File: src/rtl/ide_pkg.sv
// Shared definitions for the IDE transfer sequencer: interface register map,
// iocontrol encodings, sequencer states and the bus request record.
package ide_pkg;

  localparam logic [9:0] REG_STATUS       = 10'd0;
  localparam logic [9:0] REG_IOCTRL       = 10'd2;
  localparam logic [9:0] REG_IOPOS        = 10'd3;
  localparam logic [9:0] REG_STATUS_NOIRQ = 10'd4;
  localparam logic [9:0] REG_IOTARGET     = 10'd5;
  localparam logic [9:0] REG_FLAGS        = 10'd6;

  localparam int FLAG_DATA = 5;

  localparam logic [7:0] IOCTRL_OFF = 8'h00;
  localparam logic [7:0] IOCTRL_PIO = 8'h02;
  localparam logic [7:0] IOCTRL_DMA = 8'h04;

  typedef enum logic [3:0] {
    S_IDLE,
    S_CHUNK,
    S_FILL,
    S_SET_POS,
    S_SET_TGT,
    S_SET_CTRL,
    S_SET_STAT,
    S_WAIT_DATA,
    S_ACK,
    S_FINISH,
    S_ABORT,
    S_DONE
  } xfer_state_t;

  typedef struct packed {
    logic       cs;
    logic       oe;
    logic       we;
    logic [9:0] a;
    logic [7:0] d;
  } bus_req_t;

  function automatic bus_req_t bus_wr(input logic [9:0] a, input logic [7:0] d);
    bus_req_t r;
    r.cs = 1'b1;
    r.oe = 1'b0;
    r.we = 1'b1;
    r.a  = a;
    r.d  = d;
    return r;
  endfunction

  function automatic bus_req_t bus_rd(input logic [9:0] a);
    bus_req_t r;
    r.cs = 1'b1;
    r.oe = 1'b1;
    r.we = 1'b0;
    r.a  = a;
    r.d  = 8'h00;
    return r;
  endfunction

endpackage

File: src/rtl/ide_bus_arbiter.sv
// CPU / sequencer mux onto the interface register+buffer port. The CPU always
// wins; the sequencer only completes an access on a cycle it owns with no wait.
module ide_bus_arbiter
  import ide_pkg::*;
(
  input  bus_req_t cpu_req,
  input  bus_req_t seq_req,
  input  logic     ide_wait,
  output bus_req_t ide_req,
  output logic     cpu_wait,
  output logic     seq_gnt,
  output logic     seq_done
);

  always_comb begin
    ide_req = seq_req;
    if (cpu_req.cs) ide_req = cpu_req;
  end

  assign cpu_wait = cpu_req.cs & ide_wait;
  assign seq_gnt  = ~cpu_req.cs;
  assign seq_done = seq_req.cs & ~cpu_req.cs & ~ide_wait;

endmodule

File: src/rtl/ide_xfer_sequencer.sv
// Device-to-host transfer sequencer: fills the IDE data buffer chunk by chunk,
// arms PIO/DMA, waits for the host data event, acks it and posts final status.
module ide_xfer_sequencer
  import ide_pkg::*;
#(
  parameter logic [7:0] DRQ_STATUS  = 8'h58,
  parameter logic [7:0] END_STATUS  = 8'h50,
  parameter int         CHUNK_WORDS = 256
) (
  input  logic        clk,
  input  logic        rst,
  input  logic        job_start,
  input  logic [15:0] job_words,
  input  logic        job_dma,
  input  logic        job_abort,
  output logic        job_busy,
  output logic        job_done,
  output logic        job_aborted,
  input  logic [7:0]  src_data,
  input  logic        src_valid,
  output logic        src_ready,
  input  logic [9:0]  cpu_a,
  input  logic [7:0]  cpu_d_in,
  output logic [7:0]  cpu_d_out,
  input  logic        cpu_cs,
  input  logic        cpu_oe,
  input  logic        cpu_we,
  output logic        cpu_wait,
  output logic [9:0]  ide_a,
  output logic [7:0]  ide_d_out,
  input  logic [7:0]  ide_d_in,
  output logic        ide_cs,
  output logic        ide_oe,
  output logic        ide_we,
  input  logic        ide_wait,
  input  logic        ide_irq
);

  localparam logic [15:0] CHUNK_W16 = 16'(CHUNK_WORDS);
  localparam logic [8:0]  CHUNK_W9  = 9'(CHUNK_WORDS);

  xfer_state_t state, state_nx;
  logic [15:0] remaining;
  logic [8:0]  chunk_n;
  logic [9:0]  idx;
  logic        dma;
  logic        aborted;

  bus_req_t    cpu_req, seq_req, ide_req;
  logic        seq_gnt, seq_done;
  logic [8:0]  chunk_len;
  logic        src_acc;
  logic        fill_last;
  logic        abort_go;

  assign cpu_req.cs = cpu_cs;
  assign cpu_req.oe = cpu_oe;
  assign cpu_req.we = cpu_we;
  assign cpu_req.a  = cpu_a;
  assign cpu_req.d  = cpu_d_in;

  ide_bus_arbiter u_arb (
    .cpu_req  (cpu_req),
    .seq_req  (seq_req),
    .ide_wait (ide_wait),
    .ide_req  (ide_req),
    .cpu_wait (cpu_wait),
    .seq_gnt  (seq_gnt),
    .seq_done (seq_done)
  );

  assign ide_cs    = ide_req.cs;
  assign ide_oe    = ide_req.oe;
  assign ide_we    = ide_req.we;
  assign ide_a     = ide_req.a;
  assign ide_d_out = ide_req.d;
  assign cpu_d_out = ide_d_in;

  assign chunk_len = (remaining > CHUNK_W16) ? CHUNK_W9 : remaining[8:0];
  assign src_acc   = src_valid & src_ready;
  assign fill_last = (idx == ({chunk_n, 1'b0} - 10'd1));

  assign job_busy    = (state != S_IDLE);
  assign job_done    = (state == S_DONE);
  assign job_aborted = aborted;

  always_comb begin
    state_nx  = state;
    seq_req   = '0;
    src_ready = 1'b0;
    abort_go  = 1'b0;
    case (state)
      S_IDLE:
        if (job_start) state_nx = (job_words == 16'd0) ? S_FINISH : S_CHUNK;
      S_CHUNK: state_nx = S_FILL;
      S_FILL: begin
        src_ready = seq_gnt & ~ide_wait;
        if (src_valid) seq_req = bus_wr({1'b1, idx[8:0]}, src_data);
        if (src_acc && fill_last) state_nx = S_SET_POS;
      end
      S_SET_POS: begin
        seq_req = bus_wr(REG_IOPOS, 8'h00);
        if (seq_done) state_nx = S_SET_TGT;
      end
      S_SET_TGT: begin
        // 256-word chunk wraps to 8'hFF, matching the 8-bit iotarget register
        seq_req = bus_wr(REG_IOTARGET, 8'(chunk_n - 9'd1));
        if (seq_done) state_nx = S_SET_CTRL;
      end
      S_SET_CTRL: begin
        seq_req = bus_wr(REG_IOCTRL, dma ? IOCTRL_DMA : IOCTRL_PIO);
        if (seq_done) state_nx = S_SET_STAT;
      end
      S_SET_STAT: begin
        seq_req = bus_wr(dma ? REG_STATUS_NOIRQ : REG_STATUS, DRQ_STATUS);
        if (seq_done) state_nx = S_WAIT_DATA;
      end
      S_WAIT_DATA:
        if (ide_irq) begin
          seq_req = bus_rd(REG_FLAGS);
          if (seq_done && ide_d_in[FLAG_DATA]) state_nx = S_ACK;
        end
      S_ACK: begin
        seq_req = bus_wr(REG_FLAGS, 8'h01 << FLAG_DATA);
        if (seq_done) state_nx = (remaining == 16'(chunk_n)) ? S_FINISH : S_CHUNK;
      end
      S_FINISH: begin
        seq_req = bus_wr(REG_STATUS, END_STATUS);
        if (seq_done) state_nx = S_DONE;
      end
      S_ABORT: begin
        seq_req = bus_wr(REG_IOCTRL, IOCTRL_OFF);
        if (seq_done) state_nx = S_DONE;
      end
      S_DONE:  state_nx = S_IDLE;
      default: state_nx = S_IDLE;
    endcase
    // Already-aborting and completing states are left to run their one step out.
    if (job_abort && state != S_IDLE && state != S_ABORT && state != S_DONE) begin
      state_nx = S_ABORT;
      abort_go = 1'b1;
    end
  end

  always_ff @(posedge clk) begin
    if (rst) begin
      state     <= S_IDLE;
      remaining <= '0;
      chunk_n   <= '0;
      idx       <= '0;
      dma       <= 1'b0;
      aborted   <= 1'b0;
    end else begin
      state <= state_nx;
      case (state)
        S_IDLE:
          if (job_start) begin
            remaining <= job_words;
            dma       <= job_dma;
            aborted   <= 1'b0;
          end
        S_CHUNK: begin
          chunk_n <= chunk_len;
          idx     <= '0;
        end
        S_FILL: if (src_acc) idx <= idx + 10'd1;
        S_ACK:  if (seq_done) remaining <= remaining - 16'(chunk_n);
        default: ;
      endcase
      if (abort_go) aborted <= 1'b1;
    end
  end

endmodule

File: config.mk
export PLATFORM = sky130hd
export DESIGN_NAME = ide_xfer_sequencer
export DESIGN_NICKNAME = d
export VERILOG_FILES = /design/src/rtl/ide_pkg.sv /design/src/rtl/ide_bus_arbiter.sv /design/src/rtl/ide_xfer_sequencer.sv
export SDC_FILE = /design/constraint.sdc
export NUM_CORES = 1
export LEC_CHECK = 0
export ABC_AREA = 1
export CAP_MARGIN = 20
export CORE_ASPECT_RATIO = 0.5
export CORE_MARGIN = 4
export CORE_UTILIZATION = 49
export CTS_BUF_LIST = sky130_fd_sc_hd__clkbuf_16
export CTS_CLUSTER_DIAMETER = 60
export CTS_CLUSTER_SIZE = 24
export DETAILED_ROUTE_END_ITERATION = 10
export GPL_TIMING_DRIVEN = 0
export HOLD_SLACK_MARGIN = 0.02
export PLACE_DENSITY = 0.82
export SLEW_MARGIN = 20
export SYNTH_ARGS = -nofsm -noshare
export SYNTH_HDL_FRONTEND = slang
export SYNTH_SLANG_ARGS = --single-unit
File: constraint.sdc
create_clock -name clk -period 2.53 [get_ports clk]
set_clock_uncertainty 0.1 [all_clocks]
set_input_delay 0.253 -clock clk [delete_from_list [all_inputs] [get_ports clk]]
set_output_delay 0.253 -clock clk [all_outputs]
set_load 0.01 [all_outputs]
==> results.sh, run 1 <==
export IMPL_status="completed"
export IMPL_synth_most_common_cell="nand2_1"
export IMPL_grt_pass1_wl_um=17700
export IMPL_internal_power_mw=2.18
export IMPL_r2r_start="remaining[0]"
export IMPL_place_hpwl_um=8500
export IMPL_synth_ff_type="dfxtp_1"
export IMPL_hold_slack_ps=295
export IMPL_worst_r2r_setup_slack_ps=210
export IMPL_grt_pass1_vias=3661
export IMPL_holdPathEnd="remaining[13]"
export IMPL_path_class="reg2out"
export IMPL_dpl_cell_count=729
export IMPL_rows=21
export IMPL_drv_cap=0
export IMPL_cp_start_kind="register"
export IMPL_synth_async_reset_ratio_pct=0
export IMPL_drcViolationCount=0
export IMPL_grt_ovfl_total=0
export IMPL_p_leak_nw=2.05
export IMPL_start_util_pct=50.5
export IMPL_swShare_pct=48.7
export IMPL_p_sw_mw=2.06
export IMPL_drt_first_iter_violations=493
export IMPL_io_pins=95
export IMPL_drive_gt1_share_pct=9.27
export IMPL_clk_pin_slew_ps=60
export IMPL_place_worst_setup_slack_ps=-54.6
export IMPL_pwr_share_clk_pct=14.4
export IMPL_core_area_mm2=0.00670
export IMPL_combPwrFrac_pct=62.6
export IMPL_rsz0062_at_grt="yes"
export IMPL_syn_nets=624
export IMPL_cp_max_fo=8
export IMPL_avgViaCountPerCell=5.56
export IMPL_numCtsBuffers=5
export IMPL_grt_use_total_pct=26.1
export IMPL_timing_slew_headroom_pct=67.0
export IMPL_areaGrowthSynthToFinish_pct=34.9
export IMPL_cts_tree="built"
export IMPL_worstPathArrival_ps=2120
export IMPL_holdBufCountCts=0
export IMPL_r2r_cells=13
export IMPL_antenna_found_initial=0
export IMPL_synth_top_area_share_pct=24.2
export IMPL_synth_area_mm2=0.00339
export IMPL_clock_latency_ps=280
export IMPL_dieArea_mm2=0.00838
export IMPL_routed_wl_um=11000
export IMPL_synthCells=551
export IMPL_finalPower_mw=4.24
export IMPL_ys_top_cells_by_count="123 x nand2_1, 66 x inv_1, 60 x nor2_1"
export IMPL_report_final_slew_viol_count=0
export IMPL_die_h_um=66.8
export IMPL_power_density_mw_per_mm2=928
export IMPL_end_kind="output pin"
export IMPL_netlist_top_cells_area="dfxtp_1 24%, nand2_1 14%, inv_1 7.3%, nand3_1 6.9%, nor2_1 6.7%"
export IMPL_vias=4112
export IMPL_utilization_pct=68.2
export IMPL_period_needed_ps=2470
export IMPL_worst_slew_pin_slew_ps=491
export IMPL_setup_violations=0
export IMPL_yosysSeqAreaShare_pct=24.2
export IMPL_port_buffers=86
export IMPL_diodes=0
export IMPL_hold_path_class="in2reg"
export IMPL_hold_viol_final=0
export IMPL_clock_fmax_mhz=404
export IMPL_ys_types=46
export IMPL_clock_sinks=41
export IMPL_final_cells=739
export IMPL_r2r_end="remaining[14]"
export IMPL_synth_seq_cells=41
export IMPL_yosys_area_top_type="dfxtp_1"
export IMPL_finalWeightedCongestion=0.917
export IMPL_wl_per_cell_um=14.8
export IMPL_root_buffer="clkbuf_16"
export IMPL_syn_avg_cell_area_um2=6.14
export IMPL_whs_path_depth=2
export IMPL_setup_slack_ps=57.6
export IMPL_sequentialPowerShare_pct=23.0
export IMPL_critPathRequiredTime_ps=2180
export IMPL_cts_buffer_depth=2
export IMPL_die_x_um=126
export IMPL_drtAntennaViolNets=0
export IMPL_grt_start_max_net_pins=12
export IMPL_yosysWarnings=0
export IMPL_layout_nets=720
export IMPL_dr_pass1_iters=5
export IMPL_min_period_over_period_pct=97.7
export IMPL_synth_edf_count=0
export IMPL_ir_worst_vdd_mv=0.598
export IMPL_htree_levels=2
export IMPL_hp_start="rst"
## kinds of logic (layout without fill, tap and decap cells)
logic type,count (synthesis),after routing,synth area share [%]
simple gates,277,277,36.1
compound gates,118,118,19.9
buf+inv,91,187,11.6
flops,41,41,24.2
fa+ha+maj,12,12,4.66
xor+xnor,12,12,3.51
## registers in the layout (all words and copies together), names as in the netlist
name	count
dma	1
chunk_n	9
job_aborted	1
state	4
idx	10
remaining	16
## cell usage in the layout, fill, tap and decap left out, types with 3 or more instances in the layout
master	netlist	final
a211oi_1	5	5
a21oi_1	36	36
a31oi_1	5	5
buf_4	9	14
clkbuf_1	6	6
clkbuf_16	0	5
clkdlybuf4s50_1	0	74
dfxtp_1	41	36
dfxtp_2	0	5
dlygate4sd2_1	0	8
dlymetal6s2s_1	0	4
ha_1	11	10
inv_1	66	66
inv_2	2	3
nand2_1	123	121
nand2_2	6	8
nand3_1	47	47
nand4_1	6	6
nor2_1	60	57
nor2_2	5	5
nor2_4	1	4
nor3_1	13	13
nor4_1	8	8
o21ai_0	45	44
o22ai_1	10	10
xor2_1	9	9
## worst max-delay path by stage
stage | to | from | cells after the start
6_report | ide_a[2] | state[0] | 8
5_1_grt | ide_a[6] | state[3] | 7
4_1_cts | ide_a[1] | state[2] | 10
3_5_place_dp | ide_d_out[7] | state[3] | 5
3_3_place_gp | ide_d_out[4] | chunk_n[0] | 8
2_1_floorplan | remaining[14] | remaining[0] | 13
## cell type report
type                    count  area, µm²
multi-input cells         419       2210
plain buffers              20        126
fillers                   596       2130
flip-flops and latches     41        827
inverters                  71        272
clock inverters             2       7.51
clock buffers               5        125
repair buffers             89        883
well taps                  92        115
## through the flow
step | instance area [µm²] | setup TNS (ps)
global route | 4570 | -108
floorplan | 3390 | 0
global placement | 4360 | -74.0
CTS | 4530 | 0
detailed placement | 4360 | -117
finish | 4570 | 0
## worst max-delay path, cell delays in order (launching register included)
cell	delay, ps
dfxtp_2	410
nor2_1	70
inv_1	170
nor2_4	80
inv_2	140
nand2_1	110
o31ai_1	300
nand2_1	80
clkdlybuf4s50_1	490
## layer usage
layer  vias to the layer above  routed length, µm  track usage, %
met5                         -                  0               0
met4                         0                137            6.62
met3                        20               1080            4.64
met2                       235               4650            41.7
met1                      1823               5090            36.6
li1                       2034                  -               -
## power by group through the flow
| stage | sequential, mW | clock [mW] | combinational (mW) |
|---|---|---|---|
| 2_1_floorplan | 0.928 | 0 | 1.83 |
| 3_3_place_gp | 0.965 | 0 | 2.49 |
| 3_5_place_dp | 0.970 | 0 | 2.51 |
| 4_1_cts | 0.964 | 0.610 | 2.57 |
| 5_1_grt | 0.994 | 0.646 | 2.98 |
| 6_report | 0.976 | 0.611 | 2.65 |
## repair_timing
action                     4_1_cts  5_1_grt
setup endpoints to repair       17       12
buffers inserted                 2        1
resized for setup               25       10
pin swaps                        2        2
gates cloned                     0        0
No activity file was read; power rests on OpenSTA's default activity.
==> run 2, diff against run 1 <==
Settings changed: RECOVER_POWER set to 25, SETUP_SLACK_MARGIN set to 0.02.
==> results.sh, run 2 (synthesis results as in run 1) <==
export IMPL_core_area_mm2=0.00670
export IMPL_largest_register="remaining"
export IMPL_power_density_mw_per_mm2=929
export IMPL_antenna_found_initial=0
export IMPL_hold_viol_final=0
export IMPL_layout_nets=721
export IMPL_clock_sinks=41
export IMPL_place_hpwl_um=8500
export IMPL_setup_slack_ps=88.6
export IMPL_drive_gt1_share_pct=9.41
export IMPL_swShare_pct=48.5
export IMPL_areaGrowthSynthToFinish_pct=35.7
export IMPL_sequentialPowerShare_pct=22.9
export IMPL_avgViaCountPerCell=5.58
export IMPL_top_regs="remaining (16), idx (10), chunk_n (9)"
export IMPL_hold_slack_ps=291
export IMPL_cts_tree="built"
export IMPL_hold_path_class="in2reg"
export IMPL_grt_ovfl_total=0
export IMPL_status="completed"
export IMPL_drv_cap=0
export IMPL_clock_fmax_mhz=410
export IMPL_io_pins=95
export IMPL_vias=4126
export IMPL_fillerInstances=592
export IMPL_die_h_um=66.8
export IMPL_worstPathArrival_ps=2090
export IMPL_wl_per_cell_um=14.8
export IMPL_port_buffers=86
export IMPL_cp_start_kind="register"
export IMPL_setup_violations=0
export IMPL_dieArea_mm2=0.00838
export IMPL_cp_max_fo=8
export IMPL_drcViolationCount=0
export IMPL_p_sw_mw=2.07
export IMPL_largest_register_ffs=16
export IMPL_final_common_cell="nand2_1"
export IMPL_internal_power_mw=2.20
export IMPL_finalWeightedCongestion=0.917
export IMPL_worst_slew_pin_slew_ps=511
export IMPL_start_util_pct=50.5
export IMPL_clk_pin_slew_ps=60
export IMPL_routed_wl_um=11000
export IMPL_numCtsBuffers=5
export IMPL_ir_worst_vdd_mv=0.596
export IMPL_root_buffer="clkbuf_16"
export IMPL_rows=21
export IMPL_critPathRequiredTime_ps=2180
export IMPL_combPwrFrac_pct=62.7
export IMPL_htree_levels=2
export IMPL_period_needed_ps=2440
export IMPL_fin_area_mm2=0.00459
export IMPL_diodes=0
export IMPL_report_final_slew_viol_count=0
export IMPL_dr_pass1_iters=5
export IMPL_clock_latency_ps=290
export IMPL_path_class="reg2out"
export IMPL_rsz0062_at_grt="no"
export IMPL_timing_slew_headroom_pct=65.6
export IMPL_grt_use_total_pct=26.1
export IMPL_grt_pass1_vias=3660
export IMPL_p_leak_nw=2.11
export IMPL_place_worst_setup_slack_ps=-54.6
export IMPL_utilization_pct=68.6
export IMPL_regArea_um2=827
export IMPL_grt_start_max_net_pins=12
export IMPL_drtAntennaViolNets=0
export IMPL_layout_common_cells="121 x nand2_1, 67 x inv_1, 60 x clkdlybuf4s50_1, 58 x nor2_1, 47 x nand3_1"
export IMPL_place_area_mm2=0.00436
export IMPL_die_x_um=126
export IMPL_setup_tns_ps=0
export IMPL_drt_first_iter_violations=404
export IMPL_min_period_over_period_pct=96.5
export IMPL_cts_buffer_depth=2
export IMPL_pwr_share_clk_pct=14.4
export IMPL_multi_input_area_mm2=0.00222
export IMPL_grt_pass1_wl_um=17700
export IMPL_end_kind="output pin"
[run 2: cell types whose count changed in the layout (fill, tap and decap cells not counted), moves of 2 or more]
cell | before | now
clkdlybuf4s50_1 | 74 | 60
dlygate4sd3_1 | 0 | 11
nor2_2 | 5 | 3
dlymetal6s2s_1 | 4 | 7
[run 2: layout make-up]
| cell class | instances | area share (%) |
|---|---|---|
| Buffer | 20 | 2.75 |
| Clock buffer | 5 | 2.72 |
| Sequential cell | 41 | 18.0 |
| Inverter | 71 | 5.91 |
| Multi-Input combinational cell | 419 | 48.4 |
| Clock inverter | 2 | 0.163 |
| Tap cell | 92 | 2.51 |
| Timing Repair Buffer | 90 | 19.6 |
[run 2: final timing paths]
kind | cells past startpoint | endpoint | slack [ps] | start
hold / removal | 2 | remaining[13] | 290 | rst
hold reg to reg | 2 | job_aborted | 370 | job_aborted
setup reg to reg | 13 | remaining[14] | 220 | remaining[0]
setup / recovery | 8 | ide_a[2] | 90 | state[0]
[run 2: what timing repair did]
item	4_1_cts	5_1_grt
gates cloned	0	0
buffers inserted	2	2
endpoints found under the setup margin	17	15
hold buffers	0	0
gates resized for setup	27	13
pin swaps	3	3
[run 2: critical path, cell delays in order, from the launching register on]
cell and delay (ps):
dfxtp_2 410, nor2_1 70, inv_1 170, nor2_4 80
inv_2 140, nand2_1 120, o31ai_2 250, nand2_1 70
clkdlybuf4s50_1 490
[run 2: power groups by stage]
stage	clock [mW]	sequential (mW)	combinational (mW)
finish	0.613	0.979	2.68
global route	0.646	0.997	3.00
CTS	0.610	0.965	2.58
detailed placement	0	0.970	2.51
global placement	0	0.965	2.49
floorplan	0	0.928	1.83
[run 2: stage by stage]
step | cells | power [mW]
2_1_floorplan | 551 | 2.76
3_3_place_gp | 729 | 3.45
3_5_place_dp | 729 | 3.48
4_1_cts | 738 | 4.15
5_1_grt | 740 | 4.64
6_report | 740 | 4.27
[run 2: per-layer routing]
layer  GRT usage, %  part of all wire [%]
met2           41.7                    43
met4           6.62                   1.3
met5              0                     0
met3           4.64                   9.3
met1           36.5                    47
